===== src/rtl/seq_shift_add_mult_if.sv =====
// Handshake and operand/result bundle for the iterative shift-add multiplier.
interface seq_shift_add_mult_if #(
    parameter int WIDTH = 8
);
    logic                 start;
    logic                 signed_mode;
    logic                 clear;
    logic [WIDTH-1:0]     a;
    logic [WIDTH-1:0]     b;
    logic                 busy;
    logic                 valid;
    logic [2*WIDTH-1:0]   product;

    modport master (
        output start, signed_mode, clear, a, b,
        input  busy, valid, product
    );

    modport slave (
        input  start, signed_mode, clear, a, b,
        output busy, valid, product
    );
endinterface


===== src/rtl/seq_shift_add_mult.sv =====
// Iterative MSB-first shift-add multiplier with start/busy/valid handshake,
// held result register and optional sign-magnitude signed mode.
module seq_shift_add_mult #(
    parameter int WIDTH     = 8,
    parameter bit SIGNED_EN = 1'b1
) (
    input  logic                 clk,
    input  logic                 rst_n,
    seq_shift_add_mult_if.slave  bus
);
    localparam int PW = 2 * WIDTH;
    localparam int CW = (WIDTH > 1) ? $clog2(WIDTH) : 1;

    typedef enum logic [1:0] {
        IDLE = 2'd0,
        RUN  = 2'd1,
        FIN  = 2'd2
    } state_t;

    state_t           state_q, state_d;
    logic [PW-1:0]    acc_q, acc_d;
    logic [PW-1:0]    product_q, product_d;
    logic [CW-1:0]    count_q, count_d;
    logic [WIDTH-1:0] ma_q, ma_d;
    logic [WIDTH-1:0] mb_q, mb_d;
    logic             neg_q, neg_d;
    logic             valid_q, valid_d;

    logic             signed_op;
    logic             a_neg, b_neg;
    logic [WIDTH-1:0] a_mag, b_mag;
    logic [PW-1:0]    addend;

    // Magnitude of the most negative value wraps back onto itself, which is
    // exactly its unsigned magnitude.
    assign signed_op = SIGNED_EN && bus.signed_mode;
    assign a_neg     = signed_op && bus.a[WIDTH-1];
    assign b_neg     = signed_op && bus.b[WIDTH-1];
    assign a_mag     = a_neg ? (~bus.a + WIDTH'(1)) : bus.a;
    assign b_mag     = b_neg ? (~bus.b + WIDTH'(1)) : bus.b;
    assign addend    = mb_q[count_q] ? {{WIDTH{1'b0}}, ma_q} : '0;

    always_ff @(posedge clk or negedge rst_n) begin
        if (!rst_n) begin
            state_q   <= IDLE;
            acc_q     <= '0;
            product_q <= '0;
            count_q   <= '0;
            ma_q      <= '0;
            mb_q      <= '0;
            neg_q     <= 1'b0;
            valid_q   <= 1'b0;
        end else begin
            state_q   <= state_d;
            acc_q     <= acc_d;
            product_q <= product_d;
            count_q   <= count_d;
            ma_q      <= ma_d;
            mb_q      <= mb_d;
            neg_q     <= neg_d;
            valid_q   <= valid_d;
        end
    end

    // The valid cycle already sits in IDLE but still counts as busy, so a
    // start seen alongside valid_q is dropped.
    always_comb begin
        state_d   = state_q;
        acc_d     = acc_q;
        product_d = product_q;
        count_d   = count_q;
        ma_d      = ma_q;
        mb_d      = mb_q;
        neg_d     = neg_q;
        valid_d   = 1'b0;
        if (bus.clear) begin
            state_d = IDLE;
        end else begin
            case (state_q)
                IDLE: begin
                    if (bus.start && !valid_q) begin
                        ma_d    = a_mag;
                        mb_d    = b_mag;
                        neg_d   = a_neg ^ b_neg;
                        acc_d   = '0;
                        count_d = CW'(WIDTH - 1);
                        state_d = RUN;
                    end
                end
                RUN: begin
                    acc_d = {acc_q[PW-2:0], 1'b0} + addend;
                    if (count_q == '0) begin
                        state_d = FIN;
                    end else begin
                        count_d = count_q - CW'(1);
                    end
                end
                FIN: begin
                    product_d = neg_q ? (~acc_q + PW'(1)) : acc_q;
                    valid_d   = 1'b1;
                    state_d   = IDLE;
                end
                default: state_d = IDLE;
            endcase
        end
    end

    always_comb begin
        bus.busy    = (state_q != IDLE) || valid_q;
        bus.valid   = valid_q;
        bus.product = product_q;
    end
endmodule


===== src/flat_wrapper.sv =====
// flat-port wrapper written by rule: the top's interface ports become plain ports
module seq_shift_add_mult_flat 
#(
    parameter int WIDTH     = 8,
    parameter bit SIGNED_EN = 1'b1
)
  (clk, rst_n, bus_start, bus_signed_mode, bus_clear, bus_a, bus_b, bus_busy, bus_valid, bus_product);
  seq_shift_add_mult_if #(.WIDTH(WIDTH)) bus_i ();
  input  logic clk;
  input  logic rst_n;
  input wire logic [$bits(bus_i.start)-1:0] bus_start;
  input wire logic [$bits(bus_i.signed_mode)-1:0] bus_signed_mode;
  input wire logic [$bits(bus_i.clear)-1:0] bus_clear;
  input wire logic [$bits(bus_i.a)-1:0] bus_a;
  input wire logic [$bits(bus_i.b)-1:0] bus_b;
  output wire logic [$bits(bus_i.busy)-1:0] bus_busy;
  output wire logic [$bits(bus_i.valid)-1:0] bus_valid;
  output wire logic [$bits(bus_i.product)-1:0] bus_product;
  assign bus_i.start = bus_start;
  assign bus_i.signed_mode = bus_signed_mode;
  assign bus_i.clear = bus_clear;
  assign bus_i.a = bus_a;
  assign bus_i.b = bus_b;
  assign bus_busy = bus_i.busy;
  assign bus_valid = bus_i.valid;
  assign bus_product = bus_i.product;
  seq_shift_add_mult #(.WIDTH(WIDTH), .SIGNED_EN(SIGNED_EN)) u_core (.clk(clk), .rst_n(rst_n), .bus(bus_i));
endmodule

===== config.mk =====
export PLATFORM = sky130hd
export DESIGN_NAME = seq_shift_add_mult_flat
export DESIGN_NICKNAME = d
export VERILOG_FILES = /design/src/rtl/seq_shift_add_mult_if.sv /design/src/rtl/seq_shift_add_mult.sv /design/src/flat_wrapper.sv
export SDC_FILE = /design/constraint.sdc
export NUM_CORES = 1
export LEC_CHECK = 0
export CORE_UTILIZATION = 50
export DETAILED_ROUTE_END_ITERATION = 16
export PLACE_DENSITY = 0.84
export RECOVER_POWER = 25
export SYNTH_ARGS = -nofsm -noshare
export SYNTH_HDL_FRONTEND = slang
export SYNTH_SLANG_ARGS = --single-unit
export TNS_END_PERCENT = 10

===== constraint.sdc =====
create_clock -name clk -period 3.1 [get_ports clk]
set_clock_uncertainty 0.1 [all_clocks]
set_input_delay 0.62 -clock clk [delete_from_list [all_inputs] [get_ports clk]]
set_output_delay 0.62 -clock clk [all_outputs]
set_load 0.02 [all_outputs]

Word-level counts from Yosys, hierarchy flattened. Index checks and enable logic that the tools add are counted.

Flip-flop bits (word level): 55. Bits in latches: 0. RAM bits: 0. Bits in read-only memories: 0. Input port bits: 21. Output and inout port bits: 18. Word-level logic and storage cells: 56. Memories kept: 0.

$add $sub $neg: 5. $mul: 0. Div/mod/pow operators: 0. $lt $le $gt $ge: 1. Equality and inequality tests: 6. Shift operators: 0. Mux-type cells: 17. Bitwise operators: 5. Reductions and logical operators: 14.

Operators by type and width (number): $mux 16 (2); $pmux 16 s2 (1); $mux 8 (3); $add 16x1->16 const B (1); $add 16x16->16 (1); $add 8x1->8 const B (2); $not 16->16 (1); $not 8->8 (2); $mux 2 (3); $mux 3 (2); $ne 3x2->1 const B (2); $pmux 3 s2 (1); $reduce_and 3->1 (2); $lt 3x4->1 const B (1); $pmux 2 s2 (1); $reduce_and 2->1 (2); $reduce_and 4->1 (1); $reduce_bool 2->1 (2); $bmux 1 s3 (1); $logic_and 1x1->1 (3); $logic_not 3->1 (1); $mux 1 (3); $sub 3x1->3 const B (1); $eq 2x1->1 const B (1); 8 further kinds (8).

Depth between registers and ports, before layout.
Depth after elaboration: 5. Depth in mapped cells: 10.

Worst setup path before layout. OpenSTA, ideal clock, no wires.

Path type: register -> register. Start point: reg u_core.count_q[0]. End point: reg u_core.acc_q[7]. Data arrival time: 2.839 ns. Required time: 2.879 ns. Path slack: 0.040 ns. Cell stages (with the launch flop): 11. Buffers on the path: 0. Clock period less this slack: 3.060 ns. Path through: dfrtp_1 > mux4_2 > mux2i_1 > nor2b_1 > ha_1 > fa_1 > a21o_1 > a21oi_1 > o21ai_0 > xor2_1 > a22o_1.

Cells in the longest elaborated chain, start to end: 5.

RTL lines: start: declaration (RTL line seq_shift_add_mult.sv:23) `logic [CW-1:0] count_q, count_d;`; start signal: assignment (RTL line seq_shift_add_mult.sv:57) `count_q <= count_d;`; $bmux 1 s3 (RTL line seq_shift_add_mult.sv:41) `assign addend = mb_q[count_q] ? {{WIDTH{1'b0}}, ma_q} : '0;`; $mux 1 (implied by the code) (RTL line seq_shift_add_mult.sv:41); $mux 8 (RTL line seq_shift_add_mult.sv:41); $add 16x16->16 (RTL line seq_shift_add_mult.sv:91) `acc_d = {acc_q[PW-2:0], 1'b0} + addend;`; $pmux 16 s2 (RTL line seq_shift_add_mult.sv:79) `case (state_q)`; end signal: assignment (RTL line seq_shift_add_mult.sv:46) `acc_q <= '0;`; end signal: assignment (RTL line seq_shift_add_mult.sv:55) `acc_q <= acc_d;`; end: declaration (RTL line seq_shift_add_mult.sv:21) `logic [PW-1:0] acc_q, acc_d;`.

No other way between the ends. The select of a mux whose other input is x is not followed. A chain may end at the register's enable or synchronous reset.

Worst setup path in the final report. Ends and elaborated chain as after synthesis.

==> run_summary.xml <==
<?xml version="1.0" encoding="UTF-8"?>
<metrics>
  <group name="run_status">
    <metric name="status" unit="">complete, no violations</metric>
  </group>
  <group name="critical_path">
    <metric name="reg2reg_slack" unit="ps">120</metric>
    <metric name="timing.setup.critical_path_class" unit="">reg -&gt; reg</metric>
    <metric name="crit_path_end_kind" unit="">flip-flop</metric>
    <metric name="cp_top_family" unit="">compound AO/OA/AOI/OAI gates</metric>
    <metric name="crit_required" unit="ps">3190</metric>
    <metric name="crit_buf_inv" unit="">1</metric>
    <metric name="crit_path_max_fanout" unit="">8</metric>
    <metric name="crit-reg2reg-capture" unit="">u_core.acc_q[7]</metric>
    <metric name="worst_path_cell_chain" unit="">mux4_2 &gt; mux2i_1 &gt; buf_4 &gt; nor2b_1 &gt; ha_1 &gt; fa_2 &gt; a21o_1 &gt; a21oi_2 &gt; o21ai_0 &gt; xor2_1 &gt; a22o_1</metric>
    <metric name="worst-r2r-cell-count" unit="">11</metric>
    <metric name="crit-reg2reg-launch" unit="">u_core.count_q[0]</metric>
    <metric name="critPathLaunch" unit="">u_core.count_q[0]</metric>
    <metric name="startpoint_type" unit="">flip-flop</metric>
    <metric name="cp_slowest_stage_delay" unit="ps">520</metric>
    <metric name="critical-path-slowest-cell" unit="">mux4_2</metric>
    <metric name="timing.critical_path.arrival" unit="ps">3070</metric>
  </group>
  <group name="timing">
    <metric name="hold_ws" unit="ps">341</metric>
    <metric name="drv_slew" unit="">0</metric>
    <metric name="max_freq" unit="MHz">336</metric>
    <metric name="final-hold-violation-count" unit="">0</metric>
    <metric name="max_slew_margin" unit="%">35.4</metric>
    <metric name="rsz0062_at_grt" unit="">true</metric>
    <metric name="fin_crit_period" unit="ps">2980</metric>
    <metric name="fin_ws" unit="ps">121</metric>
    <metric name="final.period_utilization" unit="%">96.1</metric>
    <metric name="setup_viol_count_final" unit="">0</metric>
    <metric name="max_slew.worst_pin.slew" unit="ps">969</metric>
    <metric name="finalSetupTns" unit="ps">0</metric>
  </group>
  <group name="synth">
    <metric name="mappedNetlistNets" unit="">362</metric>
    <metric name="ys_ff_latch" unit="">55</metric>
    <metric name="synthesis.instances" unit="">328</metric>
    <metric name="post_synthesis_area_per_instance" unit="um^2">9.57</metric>
    <metric name="ys_async_sr_fraction" unit="%">100</metric>
    <metric name="post_synth_instance_area" unit="mm^2">0.00314</metric>
    <metric name="synth_top_flop_cell" unit="">dfrtp_1</metric>
    <metric name="yosys_warnings" unit="">0</metric>
    <metric name="synth_cell_type_count" unit="">46</metric>
    <metric name="synth-edff-count" unit="">0</metric>
    <metric name="yosysSeqAreaShare" unit="%">43.8</metric>
  </group>
  <group name="clock_tree">
    <metric name="cts_tree" unit="">yes</metric>
    <metric name="hold_buffers" unit="">0</metric>
    <metric name="clk_pin_slew_worst_paths" unit="ps">90</metric>
    <metric name="max-clock-path-buffers" unit="">2</metric>
    <metric name="cts_buffers" unit="">5</metric>
    <metric name="cts_htree_levels" unit="">2</metric>
    <metric name="numClockSinks" unit="">55</metric>
    <metric name="cts-resized-gates" unit="">1</metric>
    <metric name="clockRootBuffer" unit="">clkbuf_8</metric>
    <metric name="post-cts-setup-buffers" unit="">0</metric>
    <metric name="clock_insertion_delay_worst_skew" unit="ps">300</metric>
  </group>
  <group name="final_layout">
    <metric name="antennaDiodeCount" unit="">0</metric>
    <metric name="layout-area-overhead-vs-synth" unit="%">18.8</metric>
    <metric name="finish.utilization" unit="%">62.2</metric>
    <metric name="layout-drive-gt1-share" unit="%">9.81</metric>
    <metric name="layout.cells.most_common_list" unit="">dfrtp_1 (54), clkdlybuf4s50_1 (36), nand2_1 (28), o21ai_0 (28), nor2_1 (27)</metric>
    <metric name="fin_nets" unit="">400</metric>
    <metric name="layoutNonFillerInstCount" unit="">442</metric>
    <metric name="final_common_cell" unit="">dfrtp_1</metric>
  </group>
  <group name="detailed_routing">
    <metric name="route.vias.total" unit="">2419</metric>
    <metric name="detail-route-antenna-nets" unit="">0</metric>
    <metric name="wirelength_per_cell" unit="um">13.3</metric>
    <metric name="post_drt_via_cell_ratio" unit="">5.47</metric>
    <metric name="postRouteWirelength" unit="mm">5.86</metric>
    <metric name="detailedRoute.firstPassIterationCount" unit="">4</metric>
    <metric name="dr.first_iter.drc_count" unit="">96</metric>
    <metric name="remaining_drc_errors" unit="">0</metric>
  </group>
  <group name="placement">
    <metric name="place.port_buffers" unit="">38</metric>
    <metric name="dp.cells" unit="">434</metric>
    <metric name="place_congestion" unit="">0.824</metric>
    <metric name="preCtsSetupSlack" unit="ps">2.32</metric>
    <metric name="place_hpwl" unit="mm">4.57</metric>
  </group>
  <group name="floorplan">
    <metric name="floorplan.die_area" unit="mm^2">0.00660</metric>
    <metric name="core" unit="mm^2">0.00599</metric>
    <metric name="floorplan.initialDensity" unit="%">52.4</metric>
    <metric name="die_h" unit="um">81.2</metric>
    <metric name="io_pins" unit="">39</metric>
    <metric name="floorplan.die.width" unit="um">81.2</metric>
    <metric name="fp-row-count" unit="">28</metric>
  </group>
  <group name="grt">
    <metric name="antenna_found_initial" unit="">0</metric>
    <metric name="grt_usage" unit="%">19.9</metric>
    <metric name="grt_pass1_wl" unit="mm">10.1</metric>
    <metric name="maximum_number_of_pins_on_one_net_before_global_route_repair" unit="">38</metric>
    <metric name="grt_pass1_vias" unit="">2307</metric>
    <metric name="grt.overflow.total" unit="">0</metric>
  </group>
  <group name="flow_run">
    <metric name="maxCapViolCount" unit="">0</metric>
  </group>
  <group name="hold_path">
    <metric name="worst_hold_path_type" unit="">in -&gt; async</metric>
  </group>
  <group name="power_and_ir_drop">
    <metric name="power_leakage" unit="nW">1.66</metric>
    <metric name="power.density" unit="mW/mm^2">631</metric>
    <metric name="peakVddDrop" unit="V">0.000312</metric>
  </group>
</metrics>
## worst reg2reg max path, cell delays in order, from the launching register on
cell and delay [ps]:
dfrtp_2 430, mux4_2 530, mux2i_1 150, buf_4 170, nor2b_1 50, ha_1 210, fa_2 380, a21o_1 200
a21oi_2 160, o21ai_0 130, xor2_1 160, a22o_1 200
## synthesized netlist by cell type (all sizes together) (2+ instances only)
library cell,n,area [um^2]
nor3,5,25.0
o21ai,33,165
nand3,8,40.0
or3,8,55.1
a21oi,18,90.1
dfrtp,55,1380
or4,2,22.5
o31ai,4,48.8
a22o,14,123
mux2i,4,40.0
and3,2,13.8
a21o,3,22.5
nand4,3,18.8
nor2,27,101
ha,12,150
nor4,2,12.5
nand2b,3,18.8
inv,17,63.8
nand2,28,105
a31oi,4,25.0
xor2,15,131
nor2b,7,43.8
xnor2,22,193
clkbuf,13,48.8
mux4,2,45.0
mux2,2,22.5
## flip-flops by register name, indices dropped and copies added (netlist names)
| register | cells |
|---|---|
| u_core.acc_q | 16 |
| u_core.bus.product | 16 |
| u_core.bus.valid | 1 |
| u_core.count_q | 3 |
| u_core.ma_q | 8 |
| u_core.mb_q | 8 |
| u_core.neg_q | 1 |
| u_core.state_q | 2 |
## through the flow
step / total power [W] / area (um^2)
2_1_floorplan: 0.00168 / 3140
3_3_place_gp: 0.00192 / 3620
3_5_place_dp: 0.00196 / 3620
4_1_cts: 0.00234 / 3710
5_1_grt: 0.00253 / 3730
6_report: 0.00235 / 3730
## layer usage
| metal | track usage (%) | routed length, um | up-vias |
|---|---|---|---|
| li1 | - | - | 1229 |
| met1 | 24.3 | 2700 | 1140 |
| met2 | 36.1 | 2940 | 46 |
| met3 | 3.60 | 186 | 4 |
| met4 | 4.64 | 29 | 0 |
| met5 | 0 | 0 | - |
## where the power goes
group | total (W) | internal (W) | switching, W | leakage, nW
clock network | 0.000379 | 0.000158 | 0.000221 | 0.0412
logic | 0.000987 | 0.000496 | 0.000491 | 0.938
registers | 0.000986 | 0.000834 | 0.000152 | 0.677
total | 0.00235 | 0.00149 | 0.000863 | 1.66
## how the worst max path moves through the flow
stage	to	slack, ps	cells after the start
final	u_core.acc_q[7]	120	11
after global routing	u_core.acc_q[13]	-30	11
after CTS	u_core.acc_q[15]	30	11
after detailed placement	u_core.acc_q[15]	2	11
after global placement	u_core.acc_q[13]	110	11
after floorplan	u_core.acc_q[7]	40	10
## layout make-up
type / count / area, um^2
clock inverter: 2 / 12.5
clock buffer: 6 / 72.6
timing repair buffer: 45 / 437
sequential: 55 / 1380
multi-input combinational: 242 / 1670
tap: 75 / 93.8
inverter: 17 / 63.8
fill: 479 / 2260
## logic make-up (layout without fill, tap and decap cells)
| logic type | count (synthesis) | count (layout) | share of synthesized area [%] |
|---|---|---|---|
| mux | 8 | 8 | 3.43 |
| compound gates | 83 | 83 | 17.0 |
| fa+ha+maj | 13 | 13 | 5.42 |
| buf+inv | 31 | 70 | 3.95 |
| flops | 55 | 55 | 43.8 |
| simple gates | 101 | 101 | 16.1 |
| xor+xnor | 37 | 37 | 10.3 |
(Power assumes the default switching activity.)
